--- src/rtl/uart_pkg.sv ---
// Shared definitions for the UART transmit arbiter: arbiter FSM state encoding,
// the data byte width and the default baud divisor.
package uart_pkg;

    localparam int BYTE_W           = 8;
    localparam int BAUD_DIV_DEFAULT = 434;

    typedef enum logic [1:0] {
        IDLE,
        LAUNCH,
        WAIT_BUSY,
        WAIT_DONE
    } arb_state_t;

endpackage

--- src/rtl/uart_baud_gen.sv ---
// Free-running baud tick generator: tick is high for one clk cycle whenever
// the counter sits at BAUD_DIV-1, after which the counter wraps to zero.
module uart_baud_gen
    import uart_pkg::*;
#(
    parameter int BAUD_DIV = BAUD_DIV_DEFAULT
) (
    input  logic clk,
    input  logic rst,
    output logic tick
);

    localparam int            CW   = (BAUD_DIV > 1) ? $clog2(BAUD_DIV) : 1;
    localparam logic [CW-1:0] LAST = CW'(BAUD_DIV - 1);

    logic [CW-1:0] cnt;

    // NOTE: sequential state is always written with <= so every register
    // samples its inputs from the same clock edge, independent of block order.
    always_ff @(posedge clk) begin
        if (rst) begin
            cnt <= '0;
        end else if (cnt == LAST) begin
            cnt <= '0;
        end else begin
            cnt <= cnt + 1'b1;
        end
    end

    assign tick = (cnt == LAST);

endmodule

--- src/rtl/uart_tx_arbiter.sv ---
// Round-robin arbiter sharing one uart_tx among NUM_REQ byte requesters.
// Optional frame counter output frames_sent is built when UART_TX_ARB_CNT_EN is defined.
module uart_tx_arbiter
    import uart_pkg::*;
#(
    parameter int NUM_REQ  = 4,
    parameter int BAUD_DIV = BAUD_DIV_DEFAULT
) (
    input  logic                        clk,
    input  logic                        rst,
    input  logic [NUM_REQ-1:0]          req_valid,
    input  logic [BYTE_W*NUM_REQ-1:0]   req_data,
    output logic [NUM_REQ-1:0]          req_ready,
    output logic                        tx_en,
    output logic                        uart_start,
    output logic [BYTE_W-1:0]           uart_data,
    input  logic                        uart_busy,
    output logic [$clog2(NUM_REQ)-1:0]  grant_id,
`ifdef UART_TX_ARB_CNT_EN
    output logic [15:0]                 frames_sent,
`endif
    output logic                        idle
);

    localparam int GW = $clog2(NUM_REQ);

    arb_state_t        state;
    arb_state_t        state_nxt;
    logic [GW-1:0]     rr_ptr;
    logic [GW-1:0]     rr_next;
    logic [GW-1:0]     win_idx;
    logic              win_found;
    logic              grant_load;
    logic              frame_done;
    logic [BYTE_W-1:0] req_bytes [NUM_REQ];

    uart_baud_gen #(
        .BAUD_DIV (BAUD_DIV)
    ) u_baud_gen (
        .clk  (clk),
        .rst  (rst),
        .tick (tx_en)
    );

    always_comb begin
        for (int i = 0; i < NUM_REQ; i++) begin
            req_bytes[i] = req_data[i*BYTE_W +: BYTE_W];
        end
    end

    // First pending requester at or after rr_ptr, wrapping past NUM_REQ-1.
    always_comb begin
        logic [GW:0] cand;
        win_idx   = '0;
        win_found = 1'b0;
        cand      = '0;
        for (int i = 0; i < NUM_REQ; i++) begin
            cand = {1'b0, rr_ptr} + (GW+1)'(i);
            if (cand >= (GW+1)'(NUM_REQ)) begin
                cand = cand - (GW+1)'(NUM_REQ);
            end
            if (!win_found && req_valid[cand[GW-1:0]]) begin
                win_found = 1'b1;
                win_idx   = cand[GW-1:0];
            end
        end
    end

    assign rr_next = (grant_id == GW'(NUM_REQ - 1)) ? '0 : grant_id + 1'b1;

    // NOTE: every output of this block gets a default before the case, so no
    // path leaves a signal unassigned and no latch is inferred.
    always_comb begin
        state_nxt  = state;
        uart_start = 1'b0;
        req_ready  = '0;
        grant_load = 1'b0;
        frame_done = 1'b0;
        case (state)
            IDLE: begin
                if (win_found && !uart_busy) begin
                    state_nxt  = LAUNCH;
                    grant_load = 1'b1;
                end
            end
            LAUNCH: begin
                uart_start          = 1'b1;
                req_ready[grant_id] = 1'b1;
                state_nxt           = WAIT_BUSY;
            end
            WAIT_BUSY: begin
                if (uart_busy) begin
                    state_nxt = WAIT_DONE;
                end
            end
            WAIT_DONE: begin
                if (!uart_busy) begin
                    state_nxt  = IDLE;
                    frame_done = 1'b1;
                end
            end
            default: state_nxt = IDLE;
        endcase
    end

    always_ff @(posedge clk) begin
        if (rst) begin
            state     <= IDLE;
            rr_ptr    <= '0;
            grant_id  <= '0;
            uart_data <= '0;
        end else begin
            state <= state_nxt;
            if (grant_load) begin
                grant_id  <= win_idx;
                uart_data <= req_bytes[win_idx];
            end
            if (frame_done) begin
                rr_ptr <= rr_next;
            end
        end
    end

`ifdef UART_TX_ARB_CNT_EN
    always_ff @(posedge clk) begin
        if (rst) begin
            frames_sent <= '0;
        end else if (frame_done) begin
            frames_sent <= frames_sent + 16'd1;
        end
    end
`endif

    assign idle = (state == IDLE);

endmodule

--- config.mk ---
export PLATFORM = sky130hd
export DESIGN_NAME = uart_tx_arbiter
export DESIGN_NICKNAME = d
export VERILOG_FILES = /design/src/rtl/uart_pkg.sv /design/src/rtl/uart_baud_gen.sv /design/src/rtl/uart_tx_arbiter.sv
export SDC_FILE = /design/constraint.sdc
export NUM_CORES = 1
export LEC_CHECK = 0
export BUFFER_PORTS_ARGS = -buffer_cell sky130_fd_sc_hd__buf_2
export CAP_MARGIN = 15
export CORE_UTILIZATION = 51
export DETAILED_ROUTE_END_ITERATION = 6
export PLACE_DENSITY = 0.84
export SETUP_SLACK_MARGIN = 0.05
export SYNTH_ARGS = -nofsm -noshare
export SYNTH_HDL_FRONTEND = slang
export SYNTH_SLANG_ARGS = --single-unit
--- constraint.sdc ---
create_clock -name clk -period 2.6 [get_ports clk]
set_input_delay 0.52 -clock clk [delete_from_list [all_inputs] [get_ports clk]]
set_output_delay 0.52 -clock clk [all_outputs]
set_load 0.005 [all_outputs]
# --- After elaboration in Yosys (flattened, before gate mapping) ---
# Index checks and enable logic that the tools add are counted.
word_totals:
  register_bits: 23
  elab_cells: 82
  latch_bits: 0
  memories: 0
  out_inout_bits: 17
  mem_bits_ro: 0
  mem_bits_rw: 0
  input_bits: 39
classes:
  order_cmp: 11
  n_mul: 0
  n_bitwise: 1
  n_reduce_logical: 12
  eq_ne: 8
  addsub: 9
  n_shift: 0
  mux: 36
  n_div: 0
op_table:
  columns: ["operator", "count"]
  rows:
  - ["$mux W2", 12]
  - ["$bmux W8 S2", 1]
  - ["$mux W8", 2]
  - ["$lt A2 B3 Y1 const B", 5]
  - ["$mux W1", 14]
  - ["$ge A3 B3 Y1 const B", 4]
  - ["$add A9 B1 Y9 const B", 1]
  - ["$eq A9 B9 Y1 const B", 1]
  - ["$bmux W1 S2", 4]
  - ["$pmux W2 S4", 1]
  - ["$sub A2 B1 Y2 const B", 4]
  - ["$add A2 B2 Y3 const B", 2]
  - ["$eq A2 B2 Y1 const B", 3]
  - ["$logic_and A1 B1 Y1", 5]
  - ["$logic_not A1 Y1", 4]
  - ["$mux W4", 1]
  - ["$ne A2 B2 Y1 const B", 2]
  - ["$add A2 B1 Y3 const B", 1]
  - ["$ge A2 B3 Y1 const B", 1]
  - ["$not A2 Y3", 1]
  - ["$reduce_and A3 Y1", 1]
  - ["$add A2 B1 Y2 const B", 1]
  - ["$demux W1 S2", 1]
  - ["$eq A2 B1 Y1 const B", 1]
  - ["4 further kinds", 4]

# --- Longest topological paths before layout ---
# Gate-level depths: netlist of run 1.
depth:
  word_depth: 18
  mapped_depth: 7
  depth_no_buf: 7

# --- By module ---
# A second synthesis of run 1 with hierarchy kept.
hier_totals:
  hier_cells: 152
  area_unflattened_um2: 1381.3
modules_own_cells:
  columns: ["module", "instances", "area_each_um2", "cells_each"]
  rows:
  - ["uart_tx_arbiter", 1, 940.9, 104]
  - ["uart_baud_gen", 1, 440.4, 48]

# --- Worst setup path after synthesis of run 1 ---
# OpenSTA, ideal clock, no wires.
synth_path:
  path_kind: "input to register"
  startpoint: "in req_valid[3]"
  endpoint: "reg uart_data[2]"
  required_time_ns: 2.472
  path_slack_ns: 0.865
  cell_stages: 7
  setup_ns: 0.128
  t_arrival_ns: 1.607
  path_cell_list: "inv_1 a22o_1 a211oi_2 buf_6 buf_12 mux2i_1 o221ai_2"
synth_between:
  elab_chain_len: 16
  elab_cells_between_ends: 29
  classes_between: "mux: 21; bitwise: 1; reduce/logical: 7"
synth_lines:
  columns: ["item", "line_no", "rtl"]
  rows:
  - ["from (decl)", "uart_tx_arbiter.sv:11", "input logic [NUM_REQ-1:0] req_valid,"]
  - ["$bmux W1 S2", "uart_tx_arbiter.sv:62", "if (!win_found && req_valid[cand[GW-1:0]]) begin"]
  - ["$mux W1 (not written as such)", "uart_tx_arbiter.sv:62", null]
  - ["$mux W1", "uart_tx_arbiter.sv:62", null]
  - ["$logic_not A1 Y1", "uart_tx_arbiter.sv:62", null]
  - ["$logic_and A1 B1 Y1", "uart_tx_arbiter.sv:62", null]
  - ["$mux W1", "uart_tx_arbiter.sv:62", null]
  - ["$logic_not A1 Y1", "uart_tx_arbiter.sv:62", null]
  - ["$logic_and A1 B1 Y1", "uart_tx_arbiter.sv:62", null]
  - ["$mux W1", "uart_tx_arbiter.sv:62", null]
  - ["$logic_not A1 Y1", "uart_tx_arbiter.sv:62", null]
  - ["$logic_and A1 B1 Y1", "uart_tx_arbiter.sv:62", null]
  - ["$mux W2", "uart_tx_arbiter.sv:62", null]
  - ["$not A2 Y3 (not written as such)", "uart_tx_arbiter.sv:116", "uart_data <= req_bytes[win_idx];"]
  - ["$bmux W8 S2", "uart_tx_arbiter.sv:116", null]
  - ["$mux W8 (not written as such) (2 in a row)", "uart_tx_arbiter.sv:116", null]
  - ["to (signal assigned)", "uart_tx_arbiter.sv:116", null]
  - ["to (decl)", "uart_tx_arbiter.sv:16", "output logic [BYTE_W-1:0] uart_data,"]
# Several ways; a longest one is shown, not always the timed one. The select of a mux whose other input is x is not followed.
# A chain may end at the register's enable or synchronous reset.

# --- Worst setup path after layout of run 1 ---
layout_path:
  startpoint: "reg grant_id[0]"
  endpoint: "out req_ready[2]"
layout_between:
  elab_chain_len: 5
  elab_cells_between_ends: 6
  classes_between: "order compare: 2; mux: 3; reduce/logical: 1"
layout_lines:
  columns: ["item", "line_no", "rtl"]
  rows:
  - ["from (decl)", "uart_tx_arbiter.sv:18", "output logic [$clog2(NUM_REQ)-1:0] grant_id,"]
  - ["from (signal assigned)", "uart_tx_arbiter.sv:115", "grant_id <= win_idx;"]
  - ["$lt A2 B3 Y1 (not written as such) / $ge A2 B1 Y1 (equally long branches)", "uart_tx_arbiter.sv:88", "req_ready[grant_id] = 1'b1;"]
  - ["$logic_and A1 B1 Y1 (not written as such)", "uart_tx_arbiter.sv:88", null]
  - ["$mux W1 (not written as such)", "uart_tx_arbiter.sv:88", null]
  - ["$demux W1 S2 *", "uart_tx_arbiter.sv:88", null]
  - ["$mux W4 *", "uart_tx_arbiter.sv:79", "case (state)"]
  - ["to (decl)", "uart_tx_arbiter.sv:13", "output logic [NUM_REQ-1:0] req_ready,"]
# Every way passes the cells marked *; elsewhere a longest branch is shown, timed or not.

==> results.sh, run 1 <==
export IMPL_synth_area_leader_cell="dfxtp_1"
export IMPL_globalplace_congestion=0.756
export IMPL_yosysSeqAreaShare_pct=34.6
export IMPL_p_leak_nw=0.799
export IMPL_numCtsBuffers=3
export IMPL_relSlewSlack_pct=58.0
export IMPL_htreeDepth=1
export IMPL_maxCapViolCount=0
export IMPL_synth_top_cell_area_share_pct=34.6
export IMPL_grt_max_degree=18
export IMPL_start_util_pct=53.8
export IMPL_max_freq_ghz=0.544
export IMPL_power_density_nw_per_um2=549
export IMPL_dieArea_um2=2820
export IMPL_setup_viol=0
export IMPL_r2r_start="state[0]"
export IMPL_end_kind="primary output"
export IMPL_clk_insertion_delay_late_ps=310
export IMPL_yosysWarnings=0
export IMPL_placed_area_um2=1620
export IMPL_synth_area_per_cell_um2=9.13
export IMPL_drt_pass1_iter_count=4
export IMPL_clock_skew_ps=2.72
export IMPL_coreArea_um2=2480
export IMPL_synthCells=146
export IMPL_clockPowerShare_pct=18.1
export IMPL_drc=0
export IMPL_min_path_type="flip-flop to flip-flop"
export IMPL_drive_gt1_share_pct=31.8
export IMPL_period_needed_ps=1840
export IMPL_rsz0062_at_grt="false"
export IMPL_numPortBuffers=55
export IMPL_cts_tree="done"
export IMPL_n_antenna_cell=0
export IMPL_holdBufCountCts=0
export IMPL_rows=18
export IMPL_ant_nets=0
export IMPL_post_cts_buffers=0
export IMPL_rrSetupSlack_ps=830
export IMPL_grt_pass1_wl_um=3840
export IMPL_fp_dieW_um=53.1
export IMPL_final_max_slew_viol_count=0
export IMPL_syn_cell_area_um2=1330
export IMPL_antenna_found_initial=0
export IMPL_track_usage_pct=19.3
export IMPL_comb_power_share_pct=34.7
export IMPL_clock_sinks=23
export IMPL_switchingPower_uw=292
export IMPL_post_route_util_pct=66.3
export IMPL_final_common_cell="buf_2"
export IMPL_hold_path_endpoint="uart_data[5]"
export IMPL_path_clk_slew_ps=120
export IMPL_synth_nets=195
export IMPL_vdd_drop_max_mv=0.429
export IMPL_switching_share_pct=32.4
export IMPL_timing_final_crit_share_pct=70.6
export IMPL_arrival_ps=1320
export IMPL_routed_wl_um=2790
export IMPL_drtIter0Drc=18
export IMPL_reg2reg_depth=6
export IMPL_wl_per_cell_um=12.1
export IMPL_start_kind="flip-flop"
export IMPL_cp_required_ps=2080
export IMPL_status="finished, final reports clean"
export IMPL_hold_slack_ps=475
export IMPL_hold_violations=0
export IMPL_max_slew_worst_pin_slew_ps=629
export IMPL_critPathMaxFanout=6
export IMPL_final_cell_mix="buf_2, dfxtp_1, mux2i_1"
export IMPL_ios=56
export IMPL_setup_tns_ps=0
export IMPL_nets=251
export IMPL_pre_cts_slack_ps=547
export IMPL_ys_types=31
export IMPL_reg2reg_to="uart_data[1]"
export IMPL_vias=1203
export IMPL_critical_path_class="flip-flop to primary output"
export IMPL_drt_vias_per_instance=5.21
export IMPL_post_cts_resized=0
export IMPL_synthArstFlopShare_pct=0
export IMPL_clockBufferDepth=2
export IMPL_synth_seq_cells=23
export IMPL_whs_path_depth=2
export IMPL_die_y_um=53.1
export IMPL_synth_edff_count=0
export IMPL_cts_root_buf="clkbuf_4"
export IMPL_area_growth_pct=23.3
export IMPL_internal_power_uw=610
export IMPL_grt_pass1_vias=965
export IMPL_synth_top_cells_by_area="dfxtp_1, mux2i_1, ha_1"
export IMPL_seqPwrFrac_pct=47.3
export IMPL_synth_flop_cell="dfxtp_1"
export IMPL_hp_start="uart_data[5]"
export IMPL_place_hpwl_um=2290
export IMPL_grt_overflow_total=0
export IMPL_setup_ws_ps=763
export IMPL_fin_area_um2=1640
==> metal layers <==
metal | global-route usage, % | up-vias | part of all wire (%)
met5 | 0 | - | 0
met4 | 6.14 | 0 | 0.54
met3 | 5.17 | 2 | 4.6
met2 | 36.5 | 26 | 54
met1 | 20.2 | 560 | 41
li1 | - | 615 | -
==> synthesized netlist by cell type, types with 2 or more instances <==
master	n
nor2b_1	3
nand3_1	3
xnor2_1	3
nor2_1	19
a21oi_1	7
xor2_1	4
dfxtp_1	23
nand2b_1	2
nand2_1	11
clkbuf_1	2
inv_1	10
and3_1	2
nand4_1	2
mux2i_1	20
ha_1	10
o221ai_1	7
and2_1	4
==> power by group through the flow <==
stage | clock (mW) | sequential (mW) | combinational [mW]
final | 0.163 | 0.426 | 0.313
after global routing | 0.181 | 0.432 | 0.350
after CTS | 0.169 | 0.426 | 0.317
after detailed placement | 0 | 0.434 | 0.317
after global placement | 0 | 0.433 | 0.300
after floorplan | 0 | 0.434 | 0.206
==> sequential cells by signal, indices dropped and copies added, names as in the netlist <==
signal / flops
grant_id: 2
u_baud_gen.cnt: 9
state: 2
uart_data: 8
rr_ptr: 2
==> cell families after synthesis <==
kind of cell | Yosys count | share of synthesized area, %
AND/OR/NAND/NOR | 50 | 18.1
flip-flops | 23 | 34.6
AO/OA/AOI/OAI | 21 | 12.2
multiplexers | 20 | 15.0
buffers and inverters | 15 | 6.10
adder cells (fa/ha/maj) | 10 | 9.39
XOR/XNOR | 7 | 4.60
==> worst max-delay path by stage <==
stage	slack, ps	startpoint	endpoint	cells after the start
6_report	760	grant_id[0]	req_ready[2]	4
5_1_grt	680	grant_id[0]	req_ready[2]	4
4_1_cts	750	grant_id[0]	req_ready[2]	4
3_5_place_dp	550	req_valid[1]	uart_data[1]	5
3_3_place_gp	570	req_valid[1]	uart_data[2]	5
2_1_floorplan	870	req_valid[3]	uart_data[2]	7
==> through the flow <==
| step | power [mW] | std cells |
|---|---|---|
| 4_1_cts | 0.912 | 231 |
| 3_5_place_dp | 0.751 | 227 |
| 5_1_grt | 0.963 | 231 |
| 2_1_floorplan | 0.640 | 146 |
| 3_3_place_gp | 0.733 | 227 |
| 6_report | 0.902 | 231 |
==> final cells by class <==
class	instances	area (um^2)
repair buffers	56	283
flip-flops and latches	23	460
well taps	30	37.5
inverters	10	37.5
multi-input cells	108	798
clock buffers	4	26.3
fillers	210	835
==> critical path, stage by stage (launching register included) <==
cell and delay, ps:
dfxtp_1 450, inv_1 100, ha_1 200, and2_1 150
buf_2 120
No activity file was read; power rests on OpenSTA's default activity.
==> inputs of run 2 (changes only) <==
--- a/config.mk
+++ b/config.mk
@@ -7,9 +7,9 @@
 export LEC_CHECK = 0
 export BUFFER_PORTS_ARGS = -buffer_cell sky130_fd_sc_hd__buf_2
 export CAP_MARGIN = 15
-export CORE_UTILIZATION = 51
+export CORE_UTILIZATION = 47
 export DETAILED_ROUTE_END_ITERATION = 6
-export PLACE_DENSITY = 0.84
+export PLACE_DENSITY = 0.79
 export SETUP_SLACK_MARGIN = 0.05
 export SYNTH_ARGS = -nofsm -noshare
 export SYNTH_HDL_FRONTEND = slang
==> constraint.sdc (replaced) <==
create_clock -name clk -period 1.7 [get_ports clk]
set_input_delay 0.34 -clock clk [delete_from_list [all_inputs] [get_ports clk]]
set_output_delay 0.34 -clock clk [all_outputs]
set_load 0.005 [all_outputs]
==> results.sh, run 2 (synthesis results as in run 1) <==
export IMPL_ios=56
export IMPL_cp_depth=6
export IMPL_multi_input_area_um2=825
export IMPL_status="finished, final reports clean"
export IMPL_path_clk_slew_ps=120
export IMPL_crit_buf_inv=2
export IMPL_cp_slowest_cell="dfxtp_1"
export IMPL_drtIter0Drc=27
export IMPL_final_cell_mix="buf_2, nor2_1, mux2i_1"
export IMPL_numPortBuffers=55
export IMPL_drt_pass1_iter_count=3
export IMPL_drive_gt1_share_pct=40.2
export IMPL_vdd_drop_max_mv=0.737
export IMPL_coreArea_um2=2570
export IMPL_area_growth_pct=28.9
export IMPL_nets=254
export IMPL_clockBufferDepth=2
export IMPL_r2r_start="rr_ptr[0]"
export IMPL_min_path_type="input port to flip-flop"
export IMPL_crit_path_end="uart_data[2]"
export IMPL_place_hpwl_um=2520
export IMPL_fp_dieW_um=55.2
export IMPL_start_kind="flip-flop"
export IMPL_max_slew_worst_pin_slew_ps=311
export IMPL_reg2reg_depth=6
export IMPL_hold_violations=0
export IMPL_cts_root_buf="clkbuf_4"
export IMPL_dieArea_um2=3050
export IMPL_clock_sinks=23
export IMPL_power_density_nw_per_um2=836
export IMPL_final_common_cell="buf_2"
export IMPL_setup_viol=0
export IMPL_relSlewSlack_pct=79.2
export IMPL_pre_cts_slack_ps=-56.3
export IMPL_cts_tree="done"
export IMPL_track_usage_pct=20.4
export IMPL_antenna_found_initial=0
export IMPL_cp_required_ps=1900
export IMPL_vias=1211
export IMPL_setup_tns_ps=0
export IMPL_maxCapViolCount=0
export IMPL_numCtsBuffers=3
export IMPL_wl_per_cell_um=12.8
export IMPL_arrival_ps=1800
export IMPL_critPathMaxFanout=17
export IMPL_largest_register="u_baud_gen.cnt"
export IMPL_rows=18
export IMPL_ant_nets=0
export IMPL_fillers=224
export IMPL_cpPeakStageDelay_ps=340
export IMPL_cp_top_family="compound AO/OA/AOI/OAI gates"
export IMPL_rrSetupSlack_ps=110
export IMPL_rsz0062_at_grt="true"
export IMPL_timing_final_crit_share_pct=93.8
export IMPL_largest_reg_flops=9
export IMPL_grt_pass1_wl_um=5040
export IMPL_grt_max_degree=18
export IMPL_post_route_util_pct=66.9
export IMPL_n_antenna_cell=0
export IMPL_grt_pass1_vias=1206
export IMPL_htreeDepth=1
export IMPL_clock_skew_ps=6.46
export IMPL_reg_top3="u_baud_gen.cnt x9, uart_data x8"
export IMPL_routed_wl_um=3000
export IMPL_end_kind="flip-flop"
export IMPL_drc=0
export IMPL_final_max_slew_viol_count=0
export IMPL_grt_overflow_total=0
export IMPL_critical_path_class="flip-flop to flip-flop"
export IMPL_die_y_um=55.2
export IMPL_drt_vias_per_instance=5.18
export IMPL_period_needed_ps=1590
export IMPL_regArea_um2=473
export IMPL_cp_cell_sequence="inv_1, a22o_1, a211oi_4, buf_12, mux2i_2, o221ai_2"
export IMPL_clk_insertion_delay_late_ps=310
export IMPL_max_freq_ghz=0.627
export IMPL_start_util_pct=51.9
export IMPL_reg2reg_to="uart_data[2]"
export IMPL_globalplace_congestion=0.756
export IMPL_setup_ws_ps=105
export IMPL_p_leak_nw=0.824
export IMPL_startpoint="rr_ptr[0]"
-- run 2: changes by cell type in the layout (fill, tap and decap cells not counted), sizes merged --
| cell | delta |
|---|---|
| buf | +3 |
| clkbuf | -1 |
| clkinv | +1 |
-- run 2: worst register-to-register path, cell delays in order (launching register included) --
cell,delay [ps]
dfxtp_1,340
inv_1,60
a22o_1,230
a211oi_4,270
buf_12,210
mux2i_2,260
o221ai_2,110
-- run 2: routing by layer --
layer	GRT usage, %	part of all wire (%)
met1	21.3	39
met5	0	0
met3	5.15	3.0
met4	6.43	0.90
met2	39.4	57
-- run 2: repair_timing --
item	4_1_cts	5_1_grt
pin swaps	0	1
gates resized for setup	2	14
hold endpoints to repair	0	0
hold buffers	0	0
endpoints found under the setup margin	10	13
setup buffers	0	1
-- run 2: per-stage QoR --
step / instances / hold WS (ps) / power (mW) / instance area [um^2]
after global routing: 234 / 298 / 1.55 / 1720
after global placement: 229 / 442 / 1.15 / 1640
after floorplan: 146 / 441 / 0.978 / 1330
after detailed placement: 229 / 454 / 1.18 / 1640
after CTS: 233 / 293 / 1.43 / 1680
final: 234 / 300 / 1.44 / 1720
-- run 2: layout make-up --
cell class | instances | share of cell area, %
multi-input cells | 108 | 48.0
flip-flops and latches | 23 | 27.5
repair buffers | 59 | 18.5
inverters | 10 | 2.18
well taps | 30 | 2.18
clock buffers | 3 | 1.31
clock inverters | 1 | 0.291
-- run 2: power breakdown --
| group | leakage [nW] | internal [mW] | switching (mW) |
|---|---|---|---|
| sequential | 0.191 | 0.611 | 0.0517 |
| combinational | 0.615 | 0.271 | 0.252 |
| clock | 0.0177 | 0.0881 | 0.163 |
| total | 0.824 | 0.969 | 0.467 |
-- run 2: worst min path at each step --
stage	start	end	slack, ps	depth (start not counted)
floorplan	u_baud_gen.cnt[0]	u_baud_gen.cnt[0]	440	1
CTS	rst	grant_id[0]	290	2
global placement	uart_data[5]	uart_data[5]	440	2
detailed placement	uart_data[6]	uart_data[6]	450	2
finish	rst	grant_id[0]	300	2
global route	rst	rr_ptr[1]	300	2
